<file path="config.mk">
export PLATFORM = sky130hd
export DESIGN_NAME = lru_age_array
export DESIGN_NICKNAME = d
export VERILOG_FILES = /design/src/rtl/lru_pkg.sv /design/src/rtl/lru_age_set.sv /design/src/rtl/lru_age_array.sv
export SDC_FILE = /design/constraint.sdc
export NUM_CORES = 1
export LEC_CHECK = 0
export BUFFER_PORTS_ARGS = -buffer_cell sky130_fd_sc_hd__clkbuf_2
export CAP_MARGIN = 20
export CORE_ASPECT_RATIO = 0.7
export CORE_MARGIN = 8
export CORE_UTILIZATION = 40
export DETAILED_ROUTE_END_ITERATION = 10
export GPL_ROUTABILITY_DRIVEN = 0
export PLACE_DENSITY_LB_ADDON = 0.3
export SYNTH_ARGS = -nofsm -noshare
export SYNTH_HDL_FRONTEND = slang
export SYNTH_SLANG_ARGS = --single-unit
</file>
<file path="constraint.sdc">
create_clock -name clk -period 4.7 [get_ports clk]
set_clock_uncertainty 0.2 [all_clocks]
set_input_delay 0.235 -clock clk [delete_from_list [all_inputs] [get_ports clk]]
set_output_delay 0.235 -clock clk [all_outputs]
set_load 0.01 [all_outputs]
</file>
<file path="src/rtl/lru_pkg.sv">
// Shared types and helpers for the true-LRU age array: operation encoding,
// index-width calculation and the per-way reset age.
package lru_pkg;

  typedef enum logic [1:0] {
    OP_NONE  = 2'd0,
    OP_TOUCH = 2'd1,
    OP_INVAL = 2'd2
  } lru_op_e;

  function automatic int calc_way_w(input int ways);
    return (ways < 2) ? 1 : $clog2(ways);
  endfunction

  // A single-set array still carries a 1-bit set index so ports never collapse to zero width.
  function automatic int calc_set_w(input int sets);
    return (sets < 2) ? 1 : $clog2(sets);
  endfunction

  function automatic int unsigned reset_age(input int unsigned way);
    return way;
  endfunction

endpackage

</file>
<file path="src/rtl/lru_age_set.sv">
// Combinational next-age and victim logic for one set's age permutation.
// Touch promotes a way to MRU (age 0); inval demotes it to LRU (age WAYS-1).
module lru_age_set
  import lru_pkg::*;
#(
  parameter int WAYS  = 4,
  parameter int WAY_W = 2
) (
  input  logic [WAYS-1:0][WAY_W-1:0] age_cur,
  input  logic [1:0]                 op,
  input  logic [WAY_W-1:0]           way,
  output logic [WAYS-1:0][WAY_W-1:0] age_nxt,
  output logic [WAY_W-1:0]           victim
);

  localparam logic [WAY_W-1:0] AGE_MAX = WAY_W'(WAYS - 1);

  logic [WAY_W-1:0] sel_age;

  always_comb begin
    sel_age = '0;
    for (int w = 0; w < WAYS; w++) begin
      if (way == WAY_W'(w)) sel_age = age_cur[w];
    end
  end

  always_comb begin
    age_nxt = age_cur;
    case (op)
      OP_TOUCH: begin
        for (int w = 0; w < WAYS; w++) begin
          if (way == WAY_W'(w))          age_nxt[w] = '0;
          else if (age_cur[w] < sel_age) age_nxt[w] = age_cur[w] + 1'b1;
        end
      end
      OP_INVAL: begin
        for (int w = 0; w < WAYS; w++) begin
          if (way == WAY_W'(w))          age_nxt[w] = AGE_MAX;
          else if (age_cur[w] > sel_age) age_nxt[w] = age_cur[w] - 1'b1;
        end
      end
      default: ;
    endcase
  end

  // Exactly one way holds AGE_MAX, so an OR-reduction replaces a priority encoder.
  always_comb begin
    victim = '0;
    for (int w = 0; w < WAYS; w++) begin
      if (age_nxt[w] == AGE_MAX) victim = victim | WAY_W'(w);
    end
  end

endmodule

</file>
<file path="src/rtl/lru_age_array.sv">
// True-LRU replacement state for a set-associative cache: one age permutation
// per set, touch/inval updates, and a registered victim lookup with forwarding.
module lru_age_array
  import lru_pkg::*;
#(
  parameter  int WAYS  = 4,
  parameter  int SETS  = 8,
  localparam int WAY_W = calc_way_w(WAYS),
  localparam int SET_W = calc_set_w(SETS)
) (
  input  logic             clk,
  input  logic             reset_n,
  input  logic             touch,
  input  logic [SET_W-1:0] touch_set,
  input  logic [WAY_W-1:0] touch_way,
  input  logic             inval,
  input  logic [SET_W-1:0] inval_set,
  input  logic [WAY_W-1:0] inval_way,
  input  logic             rd_en,
  input  logic [SET_W-1:0] rd_set,
  output logic             victim_valid,
  output logic [WAY_W-1:0] victim_way
);

  logic [WAYS-1:0][WAY_W-1:0] age_q [SETS];
  logic [WAYS-1:0][WAY_W-1:0] age_d [SETS];
  logic [1:0]                 set_op [SETS];
  logic [WAY_W-1:0]           set_way [SETS];
  logic [WAY_W-1:0]           set_victim [SETS];

  logic             victim_valid_q, victim_valid_d;
  logic [WAY_W-1:0] victim_way_q, victim_way_d;
  logic [WAY_W-1:0] victim_sel;

  for (genvar s = 0; s < SETS; s++) begin : g_set
    logic touch_hit, inval_hit;

    // A touch on the same set wins; the colliding inval is dropped.
    assign touch_hit  = touch && (touch_set == SET_W'(s));
    assign inval_hit  = inval && (inval_set == SET_W'(s));
    assign set_op[s]  = touch_hit ? OP_TOUCH : (inval_hit ? OP_INVAL : OP_NONE);
    assign set_way[s] = touch_hit ? touch_way : inval_way;

    lru_age_set #(
      .WAYS  (WAYS),
      .WAY_W (WAY_W)
    ) u_set (
      .age_cur (age_q[s]),
      .op      (set_op[s]),
      .way     (set_way[s]),
      .age_nxt (age_d[s]),
      .victim  (set_victim[s])
    );
  end

  always_comb begin
    victim_sel = '0;
    for (int s = 0; s < SETS; s++) begin
      if (rd_set == SET_W'(s)) victim_sel = set_victim[s];
    end
  end

  always_comb begin
    victim_valid_d = rd_en;
    victim_way_d   = rd_en ? victim_sel : victim_way_q;
  end

  always_ff @(posedge clk or negedge reset_n) begin
    if (!reset_n) begin
      for (int s = 0; s < SETS; s++) begin
        for (int w = 0; w < WAYS; w++) begin
          age_q[s][w] <= WAY_W'(reset_age(w));
        end
      end
      victim_valid_q <= 1'b0;
      victim_way_q   <= '0;
    end else begin
      for (int s = 0; s < SETS; s++) begin
        age_q[s] <= age_d[s];
      end
      victim_valid_q <= victim_valid_d;
      victim_way_q   <= victim_way_d;
    end
  end

  assign victim_valid = victim_valid_q;
  assign victim_way   = victim_way_q;

endmodule
</file>
-- Yosys cells after proc, flatten, opt, wreduce, memory -nomap -nowiden
Index checks and enable logic that the tools add are counted.
- div/mod/pow operators: 0
- $lt $le $gt $ge: 64
- shifts and indexed selects: 0
- reductions and logical operators: 43
- mux-type cells: 224
- $mul: 0
- add/sub/neg operators: 64
- bitwise logic cells: 0
- equality and inequality tests: 101
- operators with widths (kind ; count):
    $mux 2 ; 208
    $pmux 8 s2 ; 8
    $eq 2x2->1 const B ; 48
    $add 2x1->2 const B ; 32
    $gt 2x2->1 ; 32
    $lt 2x2->1 ; 32
    $sub 2x1->2 const B ; 32
    $ne 3x1->1 const B ; 16
    $eq 3x3->1 const B ; 12
    $eq 2x1->1 const B ; 16
    $reduce_and 3->1 ; 8
    $eq 3x2->1 const B ; 6
    $logic_and 1x1->1 ; 16
    $logic_not 2->1 ; 8
    $reduce_bool 2->1 ; 8
    $eq 3x1->1 const B ; 3
    $logic_not 3->1 ; 3
    $mux 1 ; 8
- register bits after elaboration: 67
- input bits: 18
- output and inout bits: 3
- memories: 0
- logic and storage cells: 530
- memory bits (read-only): 0
- bits in writable memories: 0
- bits in latches: 0

-- Logic depth before layout (Yosys ltp)
Gate-level depths: netlist (run 1).
- depth after elaboration: 24
- gate-level depth with buffers: 16
- mapped depth without buffers: 14

-- Cells and area by module
From an unflattened synthesis (run 1), not the netlist that was laid out.
- cell total of the unflattened synthesis: 1078
- area, all modules: 9105.0 sq um
- by module, submodules not included (module ; times used ; cells an instance ; area an instance (sq um) ; sequential area each (sq um)):
    lru_age_set at g_set[3].u_set ... ; 3 ; 124 ; 903.4 ; 0.0
    lru_age_set at g_set[0].u_set ... ; 3 ; 110 ; 808.3 ; 0.0
    lru_age_array ; 1 ; 141 ; 2234.6 ; 1716.6
    lru_age_set at g_set[7].u_set ; 1 ; 125 ; 907.1 ; 0.0
    lru_age_set at g_set[2].u_set ; 1 ; 110 ; 828.3 ; 0.0

-- Worst setup path before layout (run 1)
OpenSTA, ideal clock, no wires.
- path type: in2reg
- start: input port touch_set[2]
- end: register victim_way_q[0], in the netlist victim_way[0]
- setup slack: 0.324 ns
- stages: 15
- setup time: 0.125 ns
- arrival: 4.051 ns
- path buffers: 1
- data required time: 4.375 ns
- path through: nand4bb_1 clkbuf_1 mux2i_1 mux4_2 inv_1 ha_1 nor2b_1 o21ai_0 or3_1 a21oi_1 or4_4 a2111oi_0 a21bo_2 a41oi_1 o21ai_1
- RTL lines (element ; RTL line ; source):
    start, declared ; lru_age_array.sv:14 ; input logic [SET_W-1:0] touch_set,
    end signal, assigned ; lru_age_array.sv:82 ; victim_way_q <= victim_way_d;
    end, declared ; lru_age_array.sv:32 ; logic [WAY_W-1:0] victim_way_q, victim_way_d;

==> results of run 1 <==
==> tightest hold or removal path: stages <==
cell and delay [ns]:
clkbuf_2 0.21, a221o_1 0.15, or3_1 0.11, a211oi_2 0.06
==> layer usage <==
| layer | share of wire (%) | wire (microns) | vias to the layer above | GRT usage [%] |
|---|---|---|---|---|
| li1 | - | - | 3547 | - |
| met1 | 49 | 11300 | 3542 | 30.1 |
| met2 | 40 | 9210 | 356 | 27.4 |
| met3 | 9.2 | 2120 | 32 | 5.34 |
| met4 | 1.9 | 434 | 0 | 4.90 |
| met5 | 0 | 0 | - | 0 |
==> flip-flops by register name (all words and copies together), names as in the netlist <==
register	count
age_q	64
victim_way	2
victim_valid	1
==> worst min-delay path by stage <==
stage,startpoint,endpoint,slack (ns),cells past startpoint
detailed placement,reset_n,age_q[33],0.26,1
finish,rd_set[2],victim_way[1],0.27,4
global route,rd_set[2],victim_way[1],0.27,3
CTS,rd_set[2],victim_way[1],0.26,4
floorplan,reset_n,age_q[0],-0.26,0
global placement,reset_n,age_q[40],0.24,1
==> cell type report <==
cell class	instances	area share [%]
timing repair buffer	47	3.84
inverter	61	2.83
clock buffer	9	2.79
clock inverter	7	0.557
tap	236	3.65
sequential	67	21.2
multi-input combinational	748	65.1
==> through the flow <==
| stage | instances | worst slack (ns) | power [mW] |
|---|---|---|---|
| floorplan | 921 | 0.324 | 3.45 |
| global placement | 1157 | 0.197 | 4.09 |
| detailed placement | 1157 | 0.0574 | 4.14 |
| CTS | 1175 | 0.402 | 4.81 |
| global route | 1175 | 0.0954 | 5.35 |
| finish | 1175 | 0.399 | 4.85 |
==> cell usage in the layout, fill, tap and decap left out, types with 14 or more instances in the layout <==
cell	Yosys	layout
nor2_1	58	58
dfstp_2	32	32
o21ai_0	85	85
dfrtp_1	35	35
a21oi_1	93	93
inv_1	61	61
a31oi_1	14	14
nor2b_1	30	30
nand2_1	83	83
nand3_1	20	20
nor3_1	33	33
ha_1	64	64
clkbuf_2	2	19
buf_4	2	26
mux2i_1	17	17
mux4_2	16	16
==> power by group <==
part / leakage [nW] / switching (mW) / internal (mW)
registers: 0.754 / 0.402 / 0.936
clock network: 0.123 / 0.286 / 0.354
logic: 2.44 / 1.67 / 1.20
total: 3.31 / 2.36 / 2.49
==> logic make-up (layout without fill, tap and decap cells) <==
logic type               count (synthesis)  after routing  share of synthesized area [%]
AND/OR/NAND/NOR                        304            304                           22.1
flip-flops                              67             67                           23.2
XOR/XNOR                                 7              7                          0.829
multiplexers                            34             34                           7.33
AO/OA/AOI/OAI                          339            339                           29.8
adder cells (fa/ha/maj)                 64             64                           10.8
buffers and inverters                  106            124                           5.85
==> summary.md, run 1 <==
| Metric | Value |
|---|---|
| Outcome | completed |
| Hold Crit Class | in2reg |
| R2R depth | 12 |
| Synth top area cells | dfrtp_1 12%, dfstp_2 11%, ha_1 11% |
| VDD IR max | 321 uV |
| Initial DRC Count | 919 |
| Post-DR vias/cell | 6.36 |
| Core footprint | 18100 sq um |
| Final wirelength | 23000 microns |
| Synth area leader | dfrtp_1 |
| H-Tree Depth | 3 |
| Via count | 7477 |
| Synth cell count leaders | 93 x a21oi_1, 85 x o21ai_0, 83 x nand2_1 |
| Area fraction of the dominant cell type after synthesis | 11.8% |
| Slew Viols, Final | 0 |
| Global-route usage over all layers | 20.0% |
| CP Cell Sequence | clkbuf_2, nand4bb_1, mux2i_1, mux4_2, inv_1, ha_1, nor2b_1, o21ai_0, or3_1, a21oi_1, or4_4, a2111oi_0, a21bo_2, a41oi_1, o21ai_1 |
| Port bufs | 20 |
| Synthesis Warnings | 0 |
| DP Area | 7790 sq um |
| Worst-path fanout max | 4 |
| CTS tree | built |
| Area of the multi-input gates | 5260 sq um |
| Area Overhead vs Synth | 9.25% |
| Worst setup endpoint | victim_way[0] |
| Largest net degree at the start of global routing | 68 |
| Starting Density | 41.0% |
| CP peak stage delay | 0.59 ns |
| Remaining Overflow, GRT | 0 |
| Fraction of layout cells with a size suffix above 1 | 13.5% |
| Launch point of the worst path | touch_set[2] |
| FF+latch area | 1720 sq um |
| Setup_tns | 0 ns |
| Syn_nets | 1003 |
| Root Driver | clkbuf_16 |
| Synthesized instance count | 921 |
| Critical Path Sink Type | flop |
| Die area | 23200 sq um |
| Ant. Diodes | 0 |
| Seq/Total Area, Yosys | 23.2% |
| Slowest cell on crit path | or4_4 |
| CTS clk-pin slew, worst paths | 0.06 ns |
| Crit path depth | 15 |
| CTS Hold Bufs | 2 |
| Hold Vio Cnt, Final | 0 |
| Max Freq | 232 MHz |
| Pwr dens | 600 nW/um^2 |
| Delay-heaviest family, CP | compound AO/OA/AOI/OAI gates |
| Initial antenna violation count | 0 |
| R2R Setup Slk | 0.73 ns |
| Clk buf depth | 2 |
| Post-CTS Setup Inserts | 0 |
| Min Hold Slack | 0.267 ns |
| CP Data Required Time | 4.72 ns |
| RSZ-0062 raised after global routing | no |
| I/O Pins | 21 |
| Slew @ Worst Pin | 1.11 ns |
| Most used DFF post-synth | dfrtp_1 |
| Rel. slew slack | 26.0% |
| First drt pass iteration count | 5 |
| Vias in the first global route | 6680 |
| Crit path kind | in2reg |
| Die span in x | 179 microns |
| Fin util | 44.7% |
| CTS buffer count | 9 |
| Fillers | 1791 |
| Max-cap viol count | 0 |
| Netlist cell types | 82 |
| Worst Path Buf+Inv | 2 |
| FP Rows | 41 |
| Leading cell type by number of instances after synthesis | a21oi_1 |
| Post-synth EDFFs | 0 |
| Global-route wire length before repair | 36900 microns |
| Finished Cell Area | 8080 sq um |
| CP Launch Type | input pin |
| Final net count | 1016 |
| Crit share post-route | 91.5% |
| DRC Markers | 0 |
| Reg-to-reg critical path startpoint | age_q[43] |
| R2R Path End | victim_way[0] |
| Cell area after synthesis | 7400 sq um |
| Dpl hpwl | 16600 microns |
| Critical path arrival | 4.32 ns |
| Vert. Die Dim | 130 microns |
| FFs w/ async S/R, synth | 100% |
| Final setup viols | 0 |
| Crit path time final | 4.30 ns |
| Number of synthesized register bits | 67 |
| Detail Route Antenna Nets | 0 |
| Post_cts resized | 0 |
| Leak Pwr | 3.31 nW |
| Clock Sinks | 67 |
| Worst skew pair latency | 0.35 ns |
| Drt wl/cell | 19.6 microns |
| Mean Syn Cell Area | 8.03 sq um |
Power figures use the tool's default switching activity.
==> run 2, diff against run 1 <==
--- a/config.mk
+++ b/config.mk
@@ -15,4 +15,5 @@
 export PLACE_DENSITY_LB_ADDON = 0.3
 export SYNTH_ARGS = -nofsm -noshare
 export SYNTH_HDL_FRONTEND = slang
+export SYNTH_HIERARCHICAL = 1
 export SYNTH_SLANG_ARGS = --single-unit
==> run 2 against run 1 <==
  * Worst hold slack got worse by 0.19 ns
  * Largest power group unchanged
  * Worst setup slack improved by 0.25 ns
  * Die area up 21%
  * Clock power rose by 20%
  * Critical path type unchanged
  * Synthesized cell count grew 17%
==> summary.md, run 2 <==
| Metric | Value |
|---|---|
| Crit path time final | 4.05 ns (was 4.30 ns) |
| Synth top area cells | ha_1 11%, dfrtp_1 9.6%, dfstp_2 9.2% (was dfrtp_1 12%, dfstp_2 11%, ha_1 11%) |
| Setup_tns | 0 ns (unchanged) |
| Die area | 27900 sq um (was 23200 sq um) |
| CP Data Required Time | 4.72 ns (about the same) |
| Netlist cell types | 81 (was 82) |
| Post-DR vias/cell | 5.92 (was 6.36) |
| Crit path kind | in2reg (unchanged) |
| Met2 wire length | 9700 microns (was 9210 microns) |
| Mean Syn Cell Area | 8.45 sq um (was 8.03 sq um) |
| Number of synthesized register bits | 67 (unchanged) |
| Min Hold Slack | 0.0755 ns (was 0.267 ns) |
| Final wirelength | 22900 microns (was 23000 microns) |
| Rel. slew slack | 35.1% (was 26.0%) |
| Worst skew pair latency | 0.35 ns (about the same) |
| Synthesized instance count | 1078 (was 921) |
| Max layer used | met4 (unchanged) |
| Detail Route Antenna Nets | 0 (unchanged) |
| FFs w/ async S/R, synth | 100% (unchanged) |
| Port bufs | 20 (unchanged) |
| Dpl hpwl | 16800 microns (was 16600 microns) |
| Remaining Overflow, GRT | 0 (unchanged) |
| Final Non-Filler Cells | 1379 (was 1175) |
| Seq/Total Area, Yosys | 18.9% (was 23.2%) |
| Synth area leader | ha_1 (was dfrtp_1) |
| Clk buf depth | 2 (unchanged) |
| Critical Path Sink Type | flop (unchanged) |
| Critical path arrival | 4.07 ns (was 4.32 ns) |
| Largest Register | age_q (unchanged) |
| Final setup viols | 0 (unchanged) |
| CTS buffer count | 9 (unchanged) |
| Placed Cells | 1361 (was 1157) |
| Initial antenna violation count | 0 (unchanged) |
| DP Area | 9290 sq um (was 7790 sq um) |
| Met1 wire length | 12000 microns (was 11300 microns) |
| Synth Area in Adders | 11.0% (was 10.8%) |
| Hold Vio Cnt, Final | 0 (unchanged) |
| Cell area after synthesis | 9100 sq um (was 7400 sq um) |
| Most frequent cells in the layout | 92 x inv_1, 91 x nand2_1, 80 x nor2_1, 80 x ha_1, 51 x a21oi_1 (was 93 x a21oi_1, 85 x o21ai_0, 83 x nand2_1) |
| Post-CTS Setup Inserts | 0 (unchanged) |
| First drt pass iteration count | 5 (unchanged) |
| I/O Pins | 21 (unchanged) |
| Commonest non-fill, non-tap cell in the layout | inv_1 (was a21oi_1) |
| Initial DRC Count | 651 (was 919) |
| Pwr dens | 367 nW/um^2 (was 600 nW/um^2) |
| Starting Density | 40.5% (was 41.0%) |
| Hold Crit Class | in2reg (unchanged) |
| Met3 Wirelength | 967 microns (was 2120 microns) |
| Fillers | 2248 (was 1791) |
| Drt wl/cell | 16.6 microns (was 19.6 microns) |
| CP Launch Type | input pin (unchanged) |
| Syn_nets | 1176 (was 1003) |
| Synth cell count leaders | 92 x inv_1, 91 x nand2_1, 80 x ha_1, 80 x nor2_1, 51 x a21oi_1 (was 93 x a21oi_1, 85 x o21ai_0, 83 x nand2_1) |
| Global-route usage over all layers | 16.2% (was 20.0%) |
| Post-synthesis mux area share | 8.38% (was 7.33%) |
| Leading cell type by number of instances after synthesis | inv_1 (was a21oi_1) |
| Crit share post-route | 86.2% (was 91.5%) |
| Via count | 8169 (was 7477) |
| DRC Markers | 0 (unchanged) |
| H-Tree Depth | 3 (unchanged) |
| Synth Area in Simple Gates | 21.7% (was 22.1%) |
| Synthesis Warnings | 6 (was 0) |
| Largest net degree at the start of global routing | 68 (unchanged) |
| CTS tree | built (unchanged) |
| Ant. Diodes | 0 (unchanged) |
| Max Freq | 247 MHz (was 232 MHz) |
| Clock Sinks | 67 (unchanged) |
| Area Overhead vs Synth | 5.84% (was 9.25%) |
| Total power | 3.54 mW (was 4.85 mW) |
| Max-cap viol count | 0 (unchanged) |
| CTS clk-pin slew, worst paths | 0.06 ns (about the same) |
| Most used DFF post-synth | dfrtp_1 (unchanged) |
| Core footprint | 22500 sq um (was 18100 sq um) |
| Die span in x | 196 microns (was 179 microns) |
| Global-route wire length before repair | 37800 microns (was 36900 microns) |
| Area fraction of the dominant cell type after synthesis | 11.0% (was 11.8%) |
| Slew @ Worst Pin | 0.974 ns (was 1.11 ns) |
| Outcome | completed (unchanged) |
| Post-synth EDFFs | 0 (unchanged) |
| VDD IR max | 196 uV (was 321 uV) |
| RSZ-0062 raised after global routing | no (unchanged) |
| Leak Pwr | 4.01 nW (was 3.31 nW) |
| Finished Cell Area | 9640 sq um (was 8080 sq um) |
| Max FFs per register | 64 (unchanged) |
| Fraction of layout cells with a size suffix above 1 | 16.3% (was 13.5%) |
| Worst-path fanout max | 8 (was 4) |
| Vert. Die Dim | 142 microns (was 130 microns) |
| FP Rows | 46 (was 41) |
| Slew Viols, Final | 0 (unchanged) |
| Vias in the first global route | 7376 (was 6680) |
| Root Driver | clkbuf_16 (unchanged) |
| Compound-Gate Fraction of Synth Area | 31.2% (was 29.8%) |
| Largest family of logic cells by synthesized area | compound AO/OA/AOI/OAI gates (unchanged) |
| Xor and xnor area share after synthesis | 1.06% (was 0.829%) |
| Final net count | 1160 (was 1016) |
-- run 2: cell types whose count changed in the layout (fill, tap and decap cells not counted), moves of 12 or more --
cell	before	now
a21oi_1	93	51
o21ai_0	85	44
inv_1	61	92
o31ai_1	9	37
nor2_1	58	80
buf_4	26	6
ha_1	64	80
or4_1	2	16
nor2b_4	0	12
o211ai_1	10	22
o311ai_1	0	12
-- run 2: cells by family after synthesis --
kind of cell,count (synthesis)
DFF,67
xor gates and xnor gates,11
muxes,50
adders and majority gates,80
and+or+nand+nor,358
AOI/OAI and AO/OA,362
buffers and inverters,150
-- run 2: worst max-delay path, cell delays in order --
cell and delay (ns):
clkbuf_2 0.09, nand2b_1 0.23, nor3_2 0.32, mux2_2 0.48
mux4_2 0.44, inv_1 0.14, ha_1 0.26, nor2b_1 0.17
or2_1 0.22, o21ai_0 0.15, a41oi_1 0.16, o211ai_1 0.29
a21bo_1 0.24, mux2_2 0.27, o311ai_1 0.24, a31oi_1 0.12
-- run 2: path summary, 6_finish.rpt --
path | start | to | slack (ns) | cells past startpoint
max | touch_set[2] | victim_way[0] | 0.65 | 16
min | rd_set[2] | victim_way[0] | 0.08 | 3
max reg2reg | age_q[51] | victim_way[1] | 1.15 | 13
min reg2reg | age_q[39] | age_q[39] | 0.33 | 2
max in group asynchronous | reset_n | age_q[8] | 3.27 | 2
min in group asynchronous | reset_n | age_q[49] | 0.39 | 2
-- run 2: per-layer routing --
metal	vias to the layer above	global-route usage, %
li1	4046	-
met1	3917	23.9
met2	183	24.2
met3	23	2.76
met4	0	3.18
met5	-	0
-- run 2: layout make-up --
type / count / area, sq um / area share (%)
multi-input cells: 861 / 6680 / 69.3
clock buffers: 10 / 239 / 2.48
inverters: 96 / 360 / 3.74
clock inverters: 6 / 88.8 / 0.922
well taps: 312 / 390 / 4.05
repair buffers: 27 / 160 / 1.66
flip-flops and latches: 67 / 1720 / 17.8
-- run 2: power by group --
part | leakage, nW | switching [mW] | internal, mW | total, mW
Sequential | 0.804 | 0.172 | 0.713 | 0.886
Combinational | 3.05 | 1.07 | 0.819 | 1.89
Clock | 0.155 | 0.286 | 0.479 | 0.766
-- run 2: per-stage QoR --
stage / setup WS (ns) / utilization [%]
global placement: 0.370 / 41.3
finish: 0.649 / 42.8
detailed placement: 0.312 / 41.3
CTS: 0.679 / 42.8
floorplan: 0.754 / -
global route: 0.250 / 42.8
-- run 2: timing repair --
action	CTS	global route
gates resized for setup	0	0
endpoints found under the setup margin	0	0
hold endpoints to repair	38	0
hold buffers	2	0
